==> config.mk <==
export PLATFORM = sky130hd
export DESIGN_NAME = branch_resolve_unit_flat
export DESIGN_NICKNAME = d
export VERILOG_FILES = /design/src/rtl/bpu_pkg.sv /design/src/rtl/branch_resolve_unit_if.sv /design/src/rtl/pred_fifo.sv /design/src/rtl/branch_resolve_unit.sv /design/src/flat_wrapper.sv
export SDC_FILE = /design/constraint.sdc
export NUM_CORES = 1
export LEC_CHECK = 0
export CORE_AREA = 2 2 205 207
export DETAILED_ROUTE_END_ITERATION = 6
export DIE_AREA = 0 0 207 209
export GPL_ROUTABILITY_DRIVEN = 0
export GPL_TIMING_DRIVEN = 0
export PLACE_DENSITY = 0.72
export SYNTH_ARGS = -nofsm -noshare
export SYNTH_HDL_FRONTEND = slang
export SYNTH_HIERARCHICAL = 1
export SYNTH_SLANG_ARGS = --single-unit
==> constraint.sdc <==
create_clock -name clk -period 6.95 [get_ports clk]
set_input_delay 1.39 -clock clk [delete_from_list [all_inputs] [get_ports clk]]
set_output_delay 1.39 -clock clk [all_outputs]
set_load 0.02 [all_outputs]
==> src/rtl/bpu_pkg.sv <==
// Shared types for the branch resolve unit: prediction entry, FSM state and
// the mispredict rule used when a resolved branch is compared to its prediction.
package bpu_pkg;

  localparam logic [31:0] PC_INC = 32'd4;

  typedef struct packed {
    logic [31:0] pc;
    logic [31:0] target;
    logic        taken;
  } pred_entry_t;

  typedef enum logic {
    RUN     = 1'b0,
    RECOVER = 1'b1
  } bru_state_e;

  // A not-taken branch never redirects, so its target is irrelevant.
  function automatic logic entry_mismatch(input pred_entry_t e,
                                          input logic [31:0] pc,
                                          input logic [31:0] target,
                                          input logic        taken);
    return (e.pc != pc) || (e.taken != taken) || (taken && (e.target != target));
  endfunction

endpackage

==> src/rtl/branch_resolve_unit_if.sv <==
// Fetch/execute-facing bundle of the branch resolve unit; the unit uses the
// slave modport, the pipeline (or a bench) drives through master.
interface branch_resolve_unit_if;
  logic        PushValid;
  logic [31:0] PushPC;
  logic [31:0] PushPredTarget;
  logic        PushPredTaken;
  logic        ResolveValid;
  logic [31:0] ResolvePC;
  logic [31:0] ResolveTarget;
  logic        ResolveTaken;
  logic        Full;
  logic        UpdateEnable;
  logic        BranchTaken;
  logic [31:0] PCUpdate;
  logic [31:0] PCBranch;
  logic        Mispredict;
  logic [31:0] RedirectPC;
  logic [31:0] BranchCount;
  logic [31:0] MispredictCount;

  modport master (
    output PushValid, PushPC, PushPredTarget, PushPredTaken,
    output ResolveValid, ResolvePC, ResolveTarget, ResolveTaken,
    input  Full, UpdateEnable, BranchTaken, PCUpdate, PCBranch,
    input  Mispredict, RedirectPC, BranchCount, MispredictCount
  );

  modport slave (
    input  PushValid, PushPC, PushPredTarget, PushPredTaken,
    input  ResolveValid, ResolvePC, ResolveTarget, ResolveTaken,
    output Full, UpdateEnable, BranchTaken, PCUpdate, PCBranch,
    output Mispredict, RedirectPC, BranchCount, MispredictCount
  );
endinterface

==> src/rtl/pred_fifo.sv <==
// In-order queue of outstanding branch predictions. Head is visible
// combinationally so the resolve compare happens in the same cycle.
module pred_fifo
  import bpu_pkg::*;
#(
  parameter int unsigned DEPTH = 4
) (
  input  logic        clk,
  input  logic        reset,
  input  logic        push_i,
  input  logic        pop_i,
  input  logic        flush_i,
  input  pred_entry_t wdata_i,
  output logic        full_o,
  output logic        empty_o,
  output pred_entry_t head_o
);

  localparam int unsigned PTR_W = (DEPTH > 1) ? $clog2(DEPTH) : 1;

  logic [PTR_W-1:0] wr_ptr_q, wr_ptr_d;
  logic [PTR_W-1:0] rd_ptr_q, rd_ptr_d;
  logic [PTR_W:0]   count_q, count_d;
  logic             do_push, do_pop;
  pred_entry_t      mem_q [DEPTH];

  assign full_o  = (count_q == (PTR_W+1)'(DEPTH));
  assign empty_o = (count_q == '0);
  assign head_o  = mem_q[rd_ptr_q];

  // A pop frees the slot the write lands in, so push into a full queue is legal then.
  always_comb begin
    do_pop   = pop_i && !empty_o;
    do_push  = push_i && !flush_i && (!full_o || do_pop);
    wr_ptr_d = wr_ptr_q;
    rd_ptr_d = rd_ptr_q;
    count_d  = count_q;
    if (flush_i) begin
      wr_ptr_d = '0;
      rd_ptr_d = '0;
      count_d  = '0;
    end else begin
      if (do_push) wr_ptr_d = wr_ptr_q + 1'b1;
      if (do_pop)  rd_ptr_d = rd_ptr_q + 1'b1;
      if (do_push && !do_pop)      count_d = count_q + 1'b1;
      else if (do_pop && !do_push) count_d = count_q - 1'b1;
    end
  end

  always_ff @(posedge clk) begin
    if (reset) begin
      wr_ptr_q <= '0;
      rd_ptr_q <= '0;
      count_q  <= '0;
    end else begin
      wr_ptr_q <= wr_ptr_d;
      rd_ptr_q <= rd_ptr_d;
      count_q  <= count_d;
    end
  end

  always_ff @(posedge clk) begin
    if (do_push) mem_q[wr_ptr_q] <= wdata_i;
  end

endmodule

==> src/rtl/branch_resolve_unit.sv <==
// Matches execute-stage branch outcomes against queued fetch predictions,
// drives BTB updates, flush/redirect pulses and performance counters.
module branch_resolve_unit
  import bpu_pkg::*;
#(
  parameter int unsigned DEPTH          = 4,
  parameter int unsigned RECOVER_CYCLES = 2
) (
  input  logic                 clk,
  input  logic                 reset,
  branch_resolve_unit_if.slave bus
);

  localparam int unsigned RC_W = (RECOVER_CYCLES > 1) ? $clog2(RECOVER_CYCLES) : 1;
  localparam logic [RC_W-1:0] REC_LAST = RC_W'(RECOVER_CYCLES - 1);

  bru_state_e  state_q, state_d;
  logic [RC_W-1:0] rec_cnt_q, rec_cnt_d;
  logic        run;

  logic        fifo_full, fifo_empty;
  pred_entry_t head, cmp_entry, push_entry;
  logic        resolve_acc, mispredict_det, pop, push;
  logic [31:0] redirect_d;

  logic        update_en_q, taken_q, mispredict_q;
  logic [31:0] pc_update_q, pc_branch_q, redirect_q;
  logic [31:0] branch_cnt_q, mispredict_cnt_q;

  pred_fifo #(.DEPTH(DEPTH)) u_fifo (
    .clk     (clk),
    .reset   (reset),
    .push_i  (push),
    .pop_i   (pop),
    .flush_i (mispredict_det),
    .wdata_i (push_entry),
    .full_o  (fifo_full),
    .empty_o (fifo_empty),
    .head_o  (head)
  );

  always_ff @(posedge clk) begin
    if (reset) begin
      state_q   <= RUN;
      rec_cnt_q <= '0;
    end else begin
      state_q   <= state_d;
      rec_cnt_q <= rec_cnt_d;
    end
  end

  always_comb begin
    state_d   = state_q;
    rec_cnt_d = rec_cnt_q;
    case (state_q)
      RUN: begin
        if (mispredict_det) begin
          state_d   = RECOVER;
          rec_cnt_d = '0;
        end
      end
      RECOVER: begin
        if (rec_cnt_q == REC_LAST) begin
          state_d   = RUN;
          rec_cnt_d = '0;
        end else begin
          rec_cnt_d = rec_cnt_q + 1'b1;
        end
      end
    endcase
  end

  always_comb begin
    run = (state_q == RUN);
  end

  // An empty queue means fetch predicted fall-through for this branch.
  always_comb begin
    cmp_entry = head;
    if (fifo_empty) begin
      cmp_entry.pc     = bus.ResolvePC;
      cmp_entry.target = '0;
      cmp_entry.taken  = 1'b0;
    end
    push_entry.pc     = bus.PushPC;
    push_entry.target = bus.PushPredTarget;
    push_entry.taken  = bus.PushPredTaken;
    resolve_acc    = run && bus.ResolveValid;
    mispredict_det = resolve_acc &&
                     entry_mismatch(cmp_entry, bus.ResolvePC, bus.ResolveTarget, bus.ResolveTaken);
    pop            = resolve_acc && !fifo_empty;
    push           = run && bus.PushValid && (!fifo_full || pop) && !mispredict_det;
    redirect_d     = bus.ResolveTaken ? bus.ResolveTarget : (bus.ResolvePC + PC_INC);
  end

  always_ff @(posedge clk) begin
    if (reset) begin
      update_en_q      <= 1'b0;
      taken_q          <= 1'b0;
      pc_update_q      <= '0;
      pc_branch_q      <= '0;
      mispredict_q     <= 1'b0;
      redirect_q       <= '0;
      branch_cnt_q     <= '0;
      mispredict_cnt_q <= '0;
    end else begin
      update_en_q  <= resolve_acc;
      mispredict_q <= mispredict_det;
      if (resolve_acc) begin
        taken_q      <= bus.ResolveTaken;
        pc_update_q  <= bus.ResolvePC;
        pc_branch_q  <= bus.ResolveTarget;
        branch_cnt_q <= branch_cnt_q + 32'd1;
      end
      if (mispredict_det) begin
        redirect_q       <= redirect_d;
        mispredict_cnt_q <= mispredict_cnt_q + 32'd1;
      end
    end
  end

  assign bus.Full            = fifo_full;
  assign bus.UpdateEnable    = update_en_q;
  assign bus.BranchTaken     = taken_q;
  assign bus.PCUpdate        = pc_update_q;
  assign bus.PCBranch        = pc_branch_q;
  assign bus.Mispredict      = mispredict_q;
  assign bus.RedirectPC      = redirect_q;
  assign bus.BranchCount     = branch_cnt_q;
  assign bus.MispredictCount = mispredict_cnt_q;

endmodule

==> src/flat_wrapper.sv <==
// flat-port wrapper written by rule: the top's interface ports become plain ports
module branch_resolve_unit_flat import bpu_pkg::*;
#(
  parameter int unsigned DEPTH          = 4,
  parameter int unsigned RECOVER_CYCLES = 2
)
  (clk, reset, bus_PushValid, bus_PushPC, bus_PushPredTarget, bus_PushPredTaken, bus_ResolveValid, bus_ResolvePC, bus_ResolveTarget, bus_ResolveTaken, bus_Full, bus_UpdateEnable, bus_BranchTaken, bus_PCUpdate, bus_PCBranch, bus_Mispredict, bus_RedirectPC, bus_BranchCount, bus_MispredictCount);
  branch_resolve_unit_if bus_i ();
  input  logic clk;
  input  logic reset;
  input wire logic [$bits(bus_i.PushValid)-1:0] bus_PushValid;
  input wire logic [$bits(bus_i.PushPC)-1:0] bus_PushPC;
  input wire logic [$bits(bus_i.PushPredTarget)-1:0] bus_PushPredTarget;
  input wire logic [$bits(bus_i.PushPredTaken)-1:0] bus_PushPredTaken;
  input wire logic [$bits(bus_i.ResolveValid)-1:0] bus_ResolveValid;
  input wire logic [$bits(bus_i.ResolvePC)-1:0] bus_ResolvePC;
  input wire logic [$bits(bus_i.ResolveTarget)-1:0] bus_ResolveTarget;
  input wire logic [$bits(bus_i.ResolveTaken)-1:0] bus_ResolveTaken;
  output wire logic [$bits(bus_i.Full)-1:0] bus_Full;
  output wire logic [$bits(bus_i.UpdateEnable)-1:0] bus_UpdateEnable;
  output wire logic [$bits(bus_i.BranchTaken)-1:0] bus_BranchTaken;
  output wire logic [$bits(bus_i.PCUpdate)-1:0] bus_PCUpdate;
  output wire logic [$bits(bus_i.PCBranch)-1:0] bus_PCBranch;
  output wire logic [$bits(bus_i.Mispredict)-1:0] bus_Mispredict;
  output wire logic [$bits(bus_i.RedirectPC)-1:0] bus_RedirectPC;
  output wire logic [$bits(bus_i.BranchCount)-1:0] bus_BranchCount;
  output wire logic [$bits(bus_i.MispredictCount)-1:0] bus_MispredictCount;
  assign bus_i.PushValid = bus_PushValid;
  assign bus_i.PushPC = bus_PushPC;
  assign bus_i.PushPredTarget = bus_PushPredTarget;
  assign bus_i.PushPredTaken = bus_PushPredTaken;
  assign bus_i.ResolveValid = bus_ResolveValid;
  assign bus_i.ResolvePC = bus_ResolvePC;
  assign bus_i.ResolveTarget = bus_ResolveTarget;
  assign bus_i.ResolveTaken = bus_ResolveTaken;
  assign bus_Full = bus_i.Full;
  assign bus_UpdateEnable = bus_i.UpdateEnable;
  assign bus_BranchTaken = bus_i.BranchTaken;
  assign bus_PCUpdate = bus_i.PCUpdate;
  assign bus_PCBranch = bus_i.PCBranch;
  assign bus_Mispredict = bus_i.Mispredict;
  assign bus_RedirectPC = bus_i.RedirectPC;
  assign bus_BranchCount = bus_i.BranchCount;
  assign bus_MispredictCount = bus_i.MispredictCount;
  branch_resolve_unit #(.DEPTH(DEPTH), .RECOVER_CYCLES(RECOVER_CYCLES)) u_core (.clk(clk), .reset(reset), .bus(bus_i));
endmodule
### After elaboration in Yosys (flattened, before gate mapping)

Memories as Yosys holds them, arrays and structs flattened. A register that Yosys moved wholly into a read port is not among the register bits.
Index checks and enable logic that the tools add are counted.

* bits in registers: 172
* RAM bits: 260
* output and inout port bits: 164
* word-level logic and storage cells: 66
* memories: 1

Memory list
* u_core.u_fifo.mem_q: depth 4, bits a word 65, read ports 1, clocked after Yosys merged registers in 1, wr ports 1, line pred_fifo.sv:25 `pred_entry_t mem_q [DEPTH];`

* $add $sub $neg: 8
* eq/ne operators: 5
* multiplexer cells: 14
* bitwise gates (word level): 1
* reduce and logical (&&, ||, !) cells: 24

Operators by type and width (number)
* 65-bit two-way mux: 1
* 32-bit by 1-bit adder with 32-bit output, second input constant: 2
* 32-bit inequality test: 2
* 32-bit by 3-bit adder with 32-bit output, second input constant: 1
* 32-bit two-way mux: 1
* 1-bit logical AND: 12
* 1-bit two-way mux: 6
* 3-bit two-way mux: 2
* 1-bit logical NOT: 5
* 2-bit by 1-bit adder with 2-bit output, second input constant: 2
* 1-bit logical OR: 4
* 2-bit two-way mux: 2
* 1-bit one-hot mux with 2 select lines: 2
* 3-bit by 1-bit adder with 3-bit output, second input constant: 1
* 3-bit equality test, second input constant: 1
* 3-bit logical NOT: 1
* 3-bit by 1-bit subtractor with 3-bit output, second input constant: 1
* 2-bit inequality test, second input constant: 1
* 2-bit nonzero test: 1
* 2-bit OR reduction: 1
* 1-bit adder, second input constant: 1
* 1-bit inequality test: 1
* 1-bit NOT: 1

### Longest topological paths before layout

* word-level depth: 14
* depth in mapped cells: 20

### Modules after synthesis

The synthesis kept the hierarchy.

By module, submodules not included
* pred_fifo: instances 1, cells each 389, area an instance 9918.3 sq um, seq. area each 7987.7 sq um
* branch_resolve_unit: instances 1, cells each 1040, area an instance 8281.7 sq um, seq. area each 3303.2 sq um

### Least setup slack after synthesis

OpenSTA, ideal clock, no wires.

* path type: in2reg
* start: input bus_ResolveTarget[7]
* end: memory u_core/u_fifo/mem_q[0][0] in the netlist's numbering (enable)
* setup time: 430 ps
* arrival time: 5021 ps
* setup slack: 1499 ps
* stages: 12
* buffers on the path: 1
* cell sequence: nor2b_1 > a2111oi_2 > o2111ai_1 > nor4_4 > a32oi_4 > o21ai_4 > buf_4 > inv_2 > nor3_1 > inv_1 > nor3_2 > and2_1

* cells in the longest elaborated chain, start to end: 10

Ends and longest elaborated chain
* start: declaration: line flat_wrapper.sv:17 `input wire logic [$bits(bus_i.ResolveTarget)-1:0] bus_ResolveTarget;`
* 32-bit inequality test: line bpu_pkg.sv:23 `return (e.pc != pc) || (e.taken != taken) || (taken && (e.target != target));`
* 1-bit logical AND: line bpu_pkg.sv:23
* 1-bit logical OR: line bpu_pkg.sv:23
* 1-bit logical AND: line branch_resolve_unit.sv:89 `mispredict_det = resolve_acc &&`
* named net u_core.mispredict_det: line branch_resolve_unit.sv:23 `logic resolve_acc, mispredict_det, pop, push;`
* 1-bit logical NOT: line branch_resolve_unit.sv:92 `push = run && bus.PushValid && (!fifo_full || pop) && !mispredict_det;`
* 1-bit logical AND: line branch_resolve_unit.sv:92
* named net u_core.push: line branch_resolve_unit.sv:23
* 1-bit logical AND (2 in a row): line pred_fifo.sv:34 `do_push = push_i && !flush_i && (!full_o || do_pop);`
* named net u_core.u_fifo.do_push: line pred_fifo.sv:24 `logic do_push, do_pop;`
* 1-bit two-way mux: line pred_fifo.sv:63 `if (do_push) mem_q[wr_ptr_q] <= wdata_i;`
* 1-bit two-way mux (not written as such): line pred_fifo.sv:63
* end: declaration: line pred_fifo.sv:25

The timed path passes the listed nets, and every way through them passes these cells.

### Worst setup path after layout

* start: input bus_ResolvePC[1]
* end: register u_core.u_fifo.count_q[2]

* cells in the longest elaborated chain, start to end: 12
* elaborated cells between the ends (all ways): 15

Ends and longest elaborated chain
* start: declaration: line flat_wrapper.sv:16 `input wire logic [$bits(bus_i.ResolvePC)-1:0] bus_ResolvePC;`
* 65-bit two-way mux: line branch_resolve_unit.sv:80 `if (fifo_empty) begin`
* 32-bit inequality test *: line bpu_pkg.sv:23
* 1-bit logical OR * (2 in a row): line bpu_pkg.sv:23
* 1-bit logical AND *: line branch_resolve_unit.sv:89
* named net u_core.mispredict_det: line branch_resolve_unit.sv:23
* 1-bit logical NOT *: line branch_resolve_unit.sv:92
* 1-bit logical AND *: line branch_resolve_unit.sv:92
* named net u_core.push: line branch_resolve_unit.sv:23
* 1-bit logical AND * (2 in a row): line pred_fifo.sv:34
* named net u_core.u_fifo.do_push: line pred_fifo.sv:24
* 1-bit logical NOT: line pred_fifo.sv:46 `else if (do_pop && !do_push) count_d = count_q - 1'b1;`
* 1-bit logical AND: line pred_fifo.sv:46
* 2-bit nonzero test (no source line)
* end signal: assignment: line pred_fifo.sv:58 `count_q <= count_d;`
* end: declaration: line pred_fifo.sv:23 `logic [PTR_W:0] count_q, count_d;`

The timed path passes the listed nets; every way through them passes the cells marked *.
A chain may end at the register's enable or synchronous reset.

==> results.ini <==
[outcome]
status = complete, no violations

[synthesis]
synth_edf_count = 260
synth_fa_ha_area_frac = 0.00660
syn-num-nets = 1572
synthSimpleGateAreaFrac = 0.125
synth-compound-area-share = 0.0689
yosys_warnings = 6
ys.flop_type = edfxtp_1
avgSynthCellArea_um2 = 12.7
synth_xor_area_frac = 0.0510
yosys-top-cells-count = edfxtp_1, nand2_1, dfxtp_1
synth_top_area_cell = edfxtp_1
synth-seq-cells = 434
synth_area_mm2 = 0.0182
netlist.area_leader.share = 0.429
synthTopCellsByArea = edfxtp_1, dfxtp_1, mux4_2
synthArstFlopShare = 0
seq_area_frac_synth = 0.620
yosysUniqueCellTypes = 69
synth_mux_area_frac = 0.0983
synth_top_family_by_area = simple AND/OR/NAND/NOR gates
yosysMostFrequentCell = edfxtp_1
synth_cells = 1429

[grt]
grt_max_degree = 39
antenna_found_initial = 8
grt_use_total = 0.242
gr-total-overflow = 0
grt_pass1_vias = 12700
grt_pass1_wl_mm = 78.3

[setup_path]
cp_cell_sequence = clkdlybuf4s50_1 -> xnor2_1 -> nand4_1 -> nor4_1 -> a21oi_1 -> o21ai_4 -> buf_4 -> inv_2 -> nor3_1 -> inv_1 -> nor3_2 -> ha_1 -> inv_1 -> fa_1 -> xor2_1 -> or3_1 -> a21oi_1
critPathSlowestCell = clkdlybuf4s50_1
crit_buf_inv = 5
crit_start = bus_ResolvePC[1]
path_delay_family = simple AND/OR/NAND/NOR gates
end_kind = register
worstPathRequired_ns = 7.45
ff2ff_setup_slack_ns = 1.23
crit_fanout = 10
cp_slowest_stage_delay_ns = 0.68
worstReg2RegEnd = u_core/u_fifo/count_q[2]
rr_worst_depth = 19
crit_type = in2reg
critPathArrivalTime_ns = 6.44
cp-start-kind = primary input

[floorplan]
start_util = 0.441
core_mm2 = 0.0413
die-area_mm2 = 0.0433
die_y_um = 209
io_pins = 298
row_count = 75
die_width_um = 207

[clock_network]
ctsHtreeMaxLevel = 2
clock_path_buffers = 3
cts_inserted_buffers = 46
clockRootBuffer = clkbuf_16
cts_setup_buffers = 0
holdBufCountCts = 0
cts_tree = yes
clk_pin_slew_ns = 0.06
clock_latency_ns = 0.58
postCtsResizedCells = 0
cts_sinks = 434

[cells_and_area]
layout.cells.non_filler = 2351
fill_cells = 3383
final_area_mm2 = 0.0234
nets = 1917
drive_gt1_frac = 0.0995
area_growth_pct = 28.3

[sta]
worst_pin_slew_ns = 1.20
drv_slew = 0
min_period_ns = 5.94
hold_violations = 0
grt_setup_unrepaired = no
fmax_mhz = 168
fin_skew_ns = 0.0211
relSlewSlack = 0.202
finalSetupViolCount = 0
fin_crit_sh = 0.855

[route]
avgRoutedWirePerCell_um = 22.8
drc = 0
dr.pass1.iters = 5
drt_iter0_drc = 1172
vias_per_cell = 5.57
antenna_left = 0
finalWirelength_mm = 53.5
vias = 13100

[hold_path]
hold_path_class = reg2reg
min_path_cells = 2
min_from = u_core/bus.PCUpdate[4]
whs_endpoint = u_core/bus.PCUpdate[4]

[power_and_ir_drop]
switching_share = 0.295
seq_power_share = 0.433
p_sw_w = 0.00215
total_power_w = 0.00730
power.internal_w = 0.00515
power_leakage_nw = 7.85
power_frac_comb = 0.249
cellPowerDensity_mw_per_mm2 = 313
irDropWorstVdd_uv = 183
p_clk_frac = 0.318

[placement]
io_buffers = 293
dp_cells = 2265
dpl.hpwl_mm = 39.3
placed_cell_area_mm2 = 0.0219

[flow_run]
max-cap-violations = 0

## power by group through the flow
stage,registers (W),clock network (W),logic [W]
global placement,0.00321,0,0.00175
CTS,0.00316,0.00237,0.00181
global route,0.00318,0.00247,0.00193
finish,0.00316,0.00232,0.00182
floorplan,0.00330,0,0.000989
detailed placement,0.00321,0,0.00180
## sequential cells by signal, summed over array words and instances (netlist names), named ones only
register	cells
u_core/bus.Mispredict	1
u_core/bus.BranchCount	32
u_core/state_q	1
u_core/u_fifo/rd_ptr_q	2
u_core/rec_cnt_q	1
u_core/bus.RedirectPC	32
u_core/bus.BranchTaken	1
u_core/u_fifo/mem_q	260
u_core/bus.UpdateEnable	1
u_core/u_fifo/count_q	3
u_core/u_fifo/wr_ptr_q	2
u_core/bus.PCBranch	32
u_core/bus.PCUpdate	32
u_core/bus.MispredictCount	32
## worst min-delay path: stages (launching register included)
cell and delay (ns):
dfxtp_1 0.31, nand2_1 0.05, a21oi_1 0.05
## area by class of cell
type | count | area (um^2) | area share
Buffer | 73 | 454 | 0.0194
Sequential cell | 434 | 11300 | 0.483
Antenna cell | 3 | 7.51 | 0.000321
Clock inverter | 12 | 86.3 | 0.00370
Timing Repair Buffer | 297 | 3030 | 0.130
Multi-Input combinational cell | 896 | 6370 | 0.273
Tap cell | 539 | 674 | 0.0289
Clock buffer | 71 | 1350 | 0.0577
Inverter | 26 | 97.6 | 0.00418
## through the flow
stage / hold WS (ns) / setup TNS (ns) / setup slack, ns / util
global placement: 0.443 / -397.13 / -1.54 / 0.528
floorplan: 0.458 / 0 / 1.50 / -
global route: 0.469 / 0 / 0.825 / 0.566
detailed placement: 0.446 / 0 / 0.374 / 0.531
CTS: 0.454 / 0 / 0.977 / 0.565
finish: 0.454 / 0 / 1.01 / 0.566
## kinds of logic after synthesis
logic type               Yosys count
AO/OA/AOI/OAI                    216
XOR/XNOR                         106
adder cells (fa/ha/maj)            9
buffers and inverters             99
flip-flops                       434
multiplexers                      97
AND/OR/NAND/NOR                  468
## per-layer routing
layer	up-vias	part of all wire	track usage
met4	8	0.041	0.109
met3	120	0.080	0.0582
li1	5919	-	-
met1	6460	0.41	0.316
met2	593	0.47	0.384
met5	-	0.0010	0
## layout by cell type (no fill, tap or decap), types with 4 or more instances in the layout
cell	instances
clkdlybuf4s50_1	293
edfxtp_1	260
nand2_1	202
dfxtp_1	174
a21oi_1	109
nor2_1	98
mux4_2	65
o21ai_0	61
xnor2_1	59
clkbuf_1	56
clkbuf_16	47
xor2_1	47
mux2i_1	31
or3_1	30
nand4_1	28
inv_1	25
and3_1	21
nand3_1	20
buf_2	11
nand2b_1	9
buf_12	9
clkbuf_8	8
nor2b_1	8
ha_1	8
nor4bb_1	7
buf_1	7
a31oi_1	6
nor3_1	6
clkinv_1	5
o21ai_1	5
o31ai_1	5
or4_1	5
clkinv_2	4
buf_6	4
nand3b_1	4
o32ai_1	4
and4_1	4
nor4_1	4
and2_1	4
and2_4	4
## how the worst max path moves through the flow
stage	to	slack, ns	cells after the start
6_report	u_core/u_fifo/count_q[2]	1.01	17
5_1_grt	u_core/u_fifo/count_q[2]	0.83	17
4_1_cts	u_core/u_fifo/count_q[2]	0.98	17
3_5_place_dp	u_core/u_fifo/count_q[2]	0.37	17
3_3_place_gp	u_core/u_fifo/mem_q[1][35]	-1.54	12
2_1_floorplan	u_core/u_fifo/mem_q[0][0]	1.50	12
Note: power is estimated with default switching activity, not from simulation.
